<file path="src/rtl/hilo_muldiv_unit.sv">
// HI/LO multiply/divide unit: single-cycle or iterative multiply, restoring divide,
// MTHI/MTLO writes, cancel/flush handling and a registered busy/done handshake.
module hilo_muldiv_unit #(
   parameter int WIDTH    = 32,
   parameter int MUL_MODE = 0
) (
   input  logic             clk,
   input  logic             rst,
   input  logic             op_valid,
   input  logic [2:0]       op,
   input  logic [WIDTH-1:0] rs_val,
   input  logic [WIDTH-1:0] rt_val,
   input  logic             cancel,
   output logic             busy,
   output logic             done,
   output logic             div_zero,
   output logic [WIDTH-1:0] hi,
   output logic [WIDTH-1:0] lo
);
   localparam int CW = $clog2(WIDTH) + 1;
   localparam logic [CW-1:0] CNT_LAST = CW'(WIDTH - 1);
   localparam logic [CW-1:0] CNT_ONE  = CW'(1);
   localparam logic [2:0] OP_MULT  = 3'd1;
   localparam logic [2:0] OP_MULTU = 3'd2;
   localparam logic [2:0] OP_DIV   = 3'd3;
   localparam logic [2:0] OP_DIVU  = 3'd4;
   localparam logic [2:0] OP_MTHI  = 3'd5;
   localparam logic [2:0] OP_MTLO  = 3'd6;

   typedef enum logic [1:0] {IDLE = 2'd0, MUL = 2'd1, DIV = 2'd2, FIX = 2'd3} state_t;

   state_t           state;
   logic [CW-1:0]    cnt;
   logic             is_div, neg_q, neg_r;
   logic [WIDTH-1:0] acc, quo, dsr;

   logic               is_mul_op, is_div_op, sgn_op, rs_neg, rt_neg;
   logic [WIDTH-1:0]   rs_mag, rt_mag;
   logic [2*WIDTH-1:0] rs_ext, rt_ext, prod_fast, mul_raw;
   logic [WIDTH:0]     div_trial, mul_sum;
   logic [WIDTH-1:0]   fix_hi, fix_lo;

   // Decode the requested op and form operand magnitudes and the single-cycle product
   always_comb begin
      is_mul_op = (op == OP_MULT) || (op == OP_MULTU);
      is_div_op = (op == OP_DIV) || (op == OP_DIVU);
      sgn_op    = (op == OP_MULT) || (op == OP_DIV);
      rs_neg    = sgn_op & rs_val[WIDTH-1];
      rt_neg    = sgn_op & rt_val[WIDTH-1];
      rs_mag    = rs_neg ? -rs_val : rs_val;
      rt_mag    = rt_neg ? -rt_val : rt_val;
      rs_ext    = sgn_op ? {{WIDTH{rs_val[WIDTH-1]}}, rs_val} : {{WIDTH{1'b0}}, rs_val};
      rt_ext    = sgn_op ? {{WIDTH{rt_val[WIDTH-1]}}, rt_val} : {{WIDTH{1'b0}}, rt_val};
      prod_fast = rs_ext * rt_ext;
   end

   // Per-step divide trial, shift-add sum, and sign-corrected final results
   always_comb begin
      div_trial = {acc, quo[WIDTH-1]} - {1'b0, dsr};
      mul_sum   = {1'b0, acc} + (quo[0] ? {1'b0, dsr} : {(WIDTH+1){1'b0}});
      mul_raw   = {acc, quo};
      fix_hi    = {WIDTH{1'b0}};
      fix_lo    = {WIDTH{1'b0}};
      if (is_div) begin
         // A zero divisor leaves the dividend magnitude in acc, so re-signing it yields rs_val
         fix_hi = neg_r ? -acc : acc;
         if (dsr == {WIDTH{1'b0}}) begin
            fix_lo = {WIDTH{1'b1}};
         end else begin
            fix_lo = neg_q ? -quo : quo;
         end
      end else begin
         {fix_hi, fix_lo} = neg_q ? -mul_raw : mul_raw;
      end
   end

   // Control FSM, iteration datapath and architectural HI/LO registers
   always_ff @(posedge clk or negedge rst) begin
      if (!rst) begin
         state    <= IDLE;
         cnt      <= {CW{1'b0}};
         is_div   <= 1'b0;
         neg_q    <= 1'b0;
         neg_r    <= 1'b0;
         acc      <= {WIDTH{1'b0}};
         quo      <= {WIDTH{1'b0}};
         dsr      <= {WIDTH{1'b0}};
         busy     <= 1'b0;
         done     <= 1'b0;
         div_zero <= 1'b0;
         hi       <= {WIDTH{1'b0}};
         lo       <= {WIDTH{1'b0}};
      end else begin
         done <= 1'b0;
         case (state)
            IDLE: begin
               if (op_valid && !cancel) begin
                  if (op == OP_MTHI) begin
                     hi <= rs_val;
                  end else if (op == OP_MTLO) begin
                     lo <= rs_val;
                  end else if (is_mul_op && (MUL_MODE == 0)) begin
                     {hi, lo} <= prod_fast;
                     done     <= 1'b1;
                  end else if (is_mul_op || is_div_op) begin
                     state  <= is_div_op ? DIV : MUL;
                     busy   <= 1'b1;
                     cnt    <= {CW{1'b0}};
                     is_div <= is_div_op;
                     neg_q  <= rs_neg ^ rt_neg;
                     neg_r  <= rs_neg;
                     acc    <= {WIDTH{1'b0}};
                     quo    <= rs_mag;
                     dsr    <= rt_mag;
                     if (is_div_op && (rt_val != {WIDTH{1'b0}})) begin
                        div_zero <= 1'b0;
                     end
                  end
               end
            end
            MUL, DIV: begin
               if (cancel) begin
                  state <= IDLE;
                  busy  <= 1'b0;
               end else begin
                  if (state == DIV) begin
                     if (!div_trial[WIDTH]) begin
                        acc <= div_trial[WIDTH-1:0];
                        quo <= {quo[WIDTH-2:0], 1'b1};
                     end else begin
                        acc <= {acc[WIDTH-2:0], quo[WIDTH-1]};
                        quo <= {quo[WIDTH-2:0], 1'b0};
                     end
                  end else begin
                     acc <= mul_sum[WIDTH:1];
                     quo <= {mul_sum[0], quo[WIDTH-1:1]};
                  end
                  cnt <= cnt + CNT_ONE;
                  if (cnt == CNT_LAST) begin
                     state <= FIX;
                  end
               end
            end
            FIX: begin
               state <= IDLE;
               busy  <= 1'b0;
               if (!cancel) begin
                  hi   <= fix_hi;
                  lo   <= fix_lo;
                  done <= 1'b1;
                  if (is_div && (dsr == {WIDTH{1'b0}})) begin
                     div_zero <= 1'b1;
                  end
               end
            end
            default: begin
               state <= IDLE;
               busy  <= 1'b0;
            end
         endcase
      end
   end
endmodule

</file>
<file path="config.mk">
export PLATFORM = sky130hd
export DESIGN_NAME = hilo_muldiv_unit
export DESIGN_NICKNAME = d
export VERILOG_FILES = /design/src/rtl/hilo_muldiv_unit.sv
export SDC_FILE = /design/constraint.sdc
export NUM_CORES = 2
export LEC_CHECK = 0
export CORE_MARGIN = 3
export CORE_UTILIZATION = 23
export DETAILED_ROUTE_END_ITERATION = 10
export GPL_ROUTABILITY_DRIVEN = 1
export PLACE_DENSITY = 0.41
export SLEW_MARGIN = 20
export SYNTH_ARGS = -nofsm -noshare
export SYNTH_HDL_FRONTEND = slang
export SYNTH_SLANG_ARGS = --single-unit
</file>
<file path="constraint.sdc">
create_clock -name clk -period 6.75 [get_ports clk]
set_input_delay 1.6875 -clock clk [delete_from_list [all_inputs] [get_ports clk]]
set_output_delay 1.6875 -clock clk [all_outputs]
set_load 0.02 [all_outputs]
</file>
==> summary.md <==
| Metric | Value |
|---|---|
| Vias per inst | `4.403` |
| Fin util | `29.35%` |
| DRC errors left | `0` |
| Top-area cell type share of the netlist area | `a little under half` |
| Adder-cell share of the synthesized area | `a little over half` |
| Final hold vios | `0` |
| Endpoint class of the critical path | `register` |
| Initial DRT Pass Iterations | `7` |
| Clock Latency Late Sink | `roughly 0.47 ns` |
| Placed Instances | `11230` |
| Yosys top cell by area | `fa_1` |
| Area growth syn-to-layout | `26.47%` |
| Startpoint types | `input pin` |
| Worst Tran Pin Value | `~1.1 ns` |
| Post-synthesis mux area share | `under 10%` |
| Initial core utilization | `between 20% and 30%` |
| Largest family of logic cells by synthesized area | `adder cells` |
| Initial drt markers | `3006` |
| Chip width | `approximately 530 um` |
| CTS Buf Count | `17` |
| PortBufs | `approximately 140` |
| Nets@finish | `9683` |
| Avg Inst Size Synth | `8.815 sq um` |
| Row count | `190` |
| Clock Root Buffer | `clkbuf_16` |
| Fin. max-slew vios | `0` |
| CTS H-Tree Depth | `4` |
| Slew HR | `between 20% and 30%` |
| Critical path class | `in2reg` |
| GRT overflow | `0` |
| Die Area | `0.2778 sq mm` |
| Most used DFF post-synth | `dfrtp_1` |
| Most frequent CP cell | `fa_1` |
| Vias | `50110` |
| Violated checks | `negative setup slack` |
| Clock Skew | `0.01439 ns` |
| Die H | `about 530 um` |
| Ys Warns | `0` |
| Post-Syn Area | `0.06245 sq mm` |
| F_max | `0.1012 GHz` |
| CP peak stage delay | `0.57 ns` |
| Worst hold path type | `reg2reg` |
| Antenna violations before repair | `20` |
| Clock slew at reported path FFs | `0.08 ns` |
| Filler cell count | `28650` |
| Longest Clk Path Bufs | `2` |
| Total Routed Length | `around 240 mm` |
| First-pass GRT wire length | `roughly 370 mm` |
| Post-Synth XOR/XNOR Area | `3.997%` |
| Ratio of cells with drive above 1 in the final layout | `between 10% and 20%` |
| Area of the core | `0.2691 sq mm` |
| Remaining antenna violation count | `0` |
| Post-DP HPWL | `211.3 mm` |
| RSZ-0062 raised after global routing | `true` |
| R2R cell count | `15` |
| Synth Register Bits | `between 150 and 200` |
| Synth Area in Simple Gates | `13.73%` |
| Synth Net Count | `8957` |
| Commonest non-fill, non-tap cell in the layout | `inv_1` |
| Signal arrival time at the worst endpoint | `10.26 ns` |
| Sequential fraction of the synthesis area | `6.972%` |
| Design area | `just under 0.08 sq mm` |
| Gr usage total | `17.65%` |
| Routed len/inst | `21.51 um` |
| Setup WS post-layout | `-3.131 ns` |
| Post-synth EDFFs | `0` |
| Tmin final | `9.881 ns` |
| Placed cell areas | `0.07463 sq mm` |
| Largest cells by area after synthesis | `fa_1 46%, inv_1 9.6%, ha_1 7.6%, dfrtp_1 7.0%, nand2_1 6.0%` |
| Synth Instances | `7085` |
| Period utilisation layout | `146.4%` |
| Largest net degree at the start of global routing | `93` |
| # IOs | `138` |
| Synth cell types | `89` |
| Worst path required time | `between 7 and 8 ns` |
| Worst hold path cell count | `2` |
| Max-Cap Viols | `0` |
| CTS sink count | `174` |
| Status | `finished, violations left` |
| Async set-reset flop share out of synthesis | `100.0%` |
| CP max FO | `5` |
| Vias in the first global route | `55350` |
| Slowest library cell on the worst path | `fa_1` |
| Most frequent cells in the layout | `1535 x inv_1, 1338 x fa_1, 954 x nand2_1` |
| Setup-failing EPs final | `56` |
| Post-synthesis compound-gate area fraction | `9.030%` |
| Hold buffer count at cts | `0` |
| CTS tree | `done` |
| Finished Layout Cells | `roughly 11000` |
| Gpl congestion | `roughly 0.91` |
[area by class of cell]
| type | count | area (sq um) | share of cell area (%) |
|---|---|---|---|
| Clock buffer | 18 | 429.2 | 0.5434 |
| Tap cell | 3552 | 4444 | 5.627 |
| Timing Repair Buffer | 1107 | 10670 | 13.51 |
| Antenna cell | 4 | 10.01 | 0.01267 |
| Sequential cell | 174 | 4354 | 5.513 |
| Inverter | 1596 | 5993 | 7.588 |
| Multi-Input combinational cell | 4915 | 52920 | 67.01 |
| Clock inverter | 14 | 155.1 | 0.1964 |
[sequential cells by signal (all words and copies together), names as in the netlist]
register  count
cnt           6
lo           32
state         2
dsr          32
quo          32
acc          32
hi           32
done          1
neg_r         1
neg_q         1
div_zero      1
busy          1
is_div        1
[worst paths after layout]
path | from | to | slack [ns]
hold reg to reg | hi[5]$_DFFE_PN0P_ | hi[5]$_DFFE_PN0P_ | 0.48
setup / recovery | op[0] | hi[31]$_DFFE_PN0P_ | -3.13
hold / removal | hi[5]$_DFFE_PN0P_ | hi[5]$_DFFE_PN0P_ | 0.48
min in group asynchronous | rst | lo[9]$_DFFE_PN0P_ | 1.31
setup reg to reg | quo[31]$_DFFE_PN0P_ | acc[7]$_DFFE_PN0P_ | 1.99
max in group asynchronous | rst | acc[26]$_DFFE_PN0P_ | 4.24
[through the flow]
stage	setup TNS, ns	hold WS, ns	worst slack (ns)
after floorplan	-114.99	0.4498	-3.179
after global placement	-187.22	0.4501	-4.296
after detailed placement	-187.80	0.4597	-4.275
after CTS	-128.45	0.4779	-3.148
after global routing	-138.09	0.5069	-3.428
final	-124.96	0.4823	-3.131
[routing by layer]
metal / global-route usage, % / wire length, um / up-vias
met3: 1.114 / 7491 / 163
met1: 24.36 / 113700 / 26190
li1: - / - / 22850
met5: 0 / 7 / -
met2: 30.65 / 118500 / 911
met4: 3.102 / 5020 / 2
[what timing repair did]
| item | 4_1_cts | 5_1_grt |
|---|---|---|
| pin swaps | 225 | 148 |
| buffers inserted | 87 | 25 |
| resized for setup | 486 | 164 |
| cloned | 10 | 0 |
| setup endpoints to repair | 57 | 57 |
[worst max-delay path, delay by kind of cell]
| kind | cells | cell delay [ns] |
|---|---|---|
| compound gates | 7 | 1.35 |
| fa+ha+maj | 11 | 5.32 |
| buf+inv | 11 | 0.82 |
| simple gates | 6 | 1.05 |
[Yosys cell counts, types with 62 or more instances]
library cell / count
xnor2_1: 188
a21o_1: 67
dfrtp_1: 174
xor2_1: 97
ha_1: 380
nor2_1: 217
fa_1: 1421
mux2i_1: 64
a21oi_1: 223
and2_1: 347
nand2_1: 1004
buf_1: 62
clkbuf_1: 325
inv_1: 1594
o21ai_0: 286
[cells by family (layout without fill, tap and decap cells)]
kind of cell / after synthesis / count (layout)
simple gates: 1861 / 1861
fa+ha+maj: 1802 / 1802
mux: 65 / 65
buf+inv: 1996 / 2735
flops: 174 / 174
xor+xnor: 285 / 285
compound gates: 902 / 902
other cells: 0 / 4
Power is not shown: default switching activity piles up to over one toggle a cycle in this logic, so the estimate is an artifact.
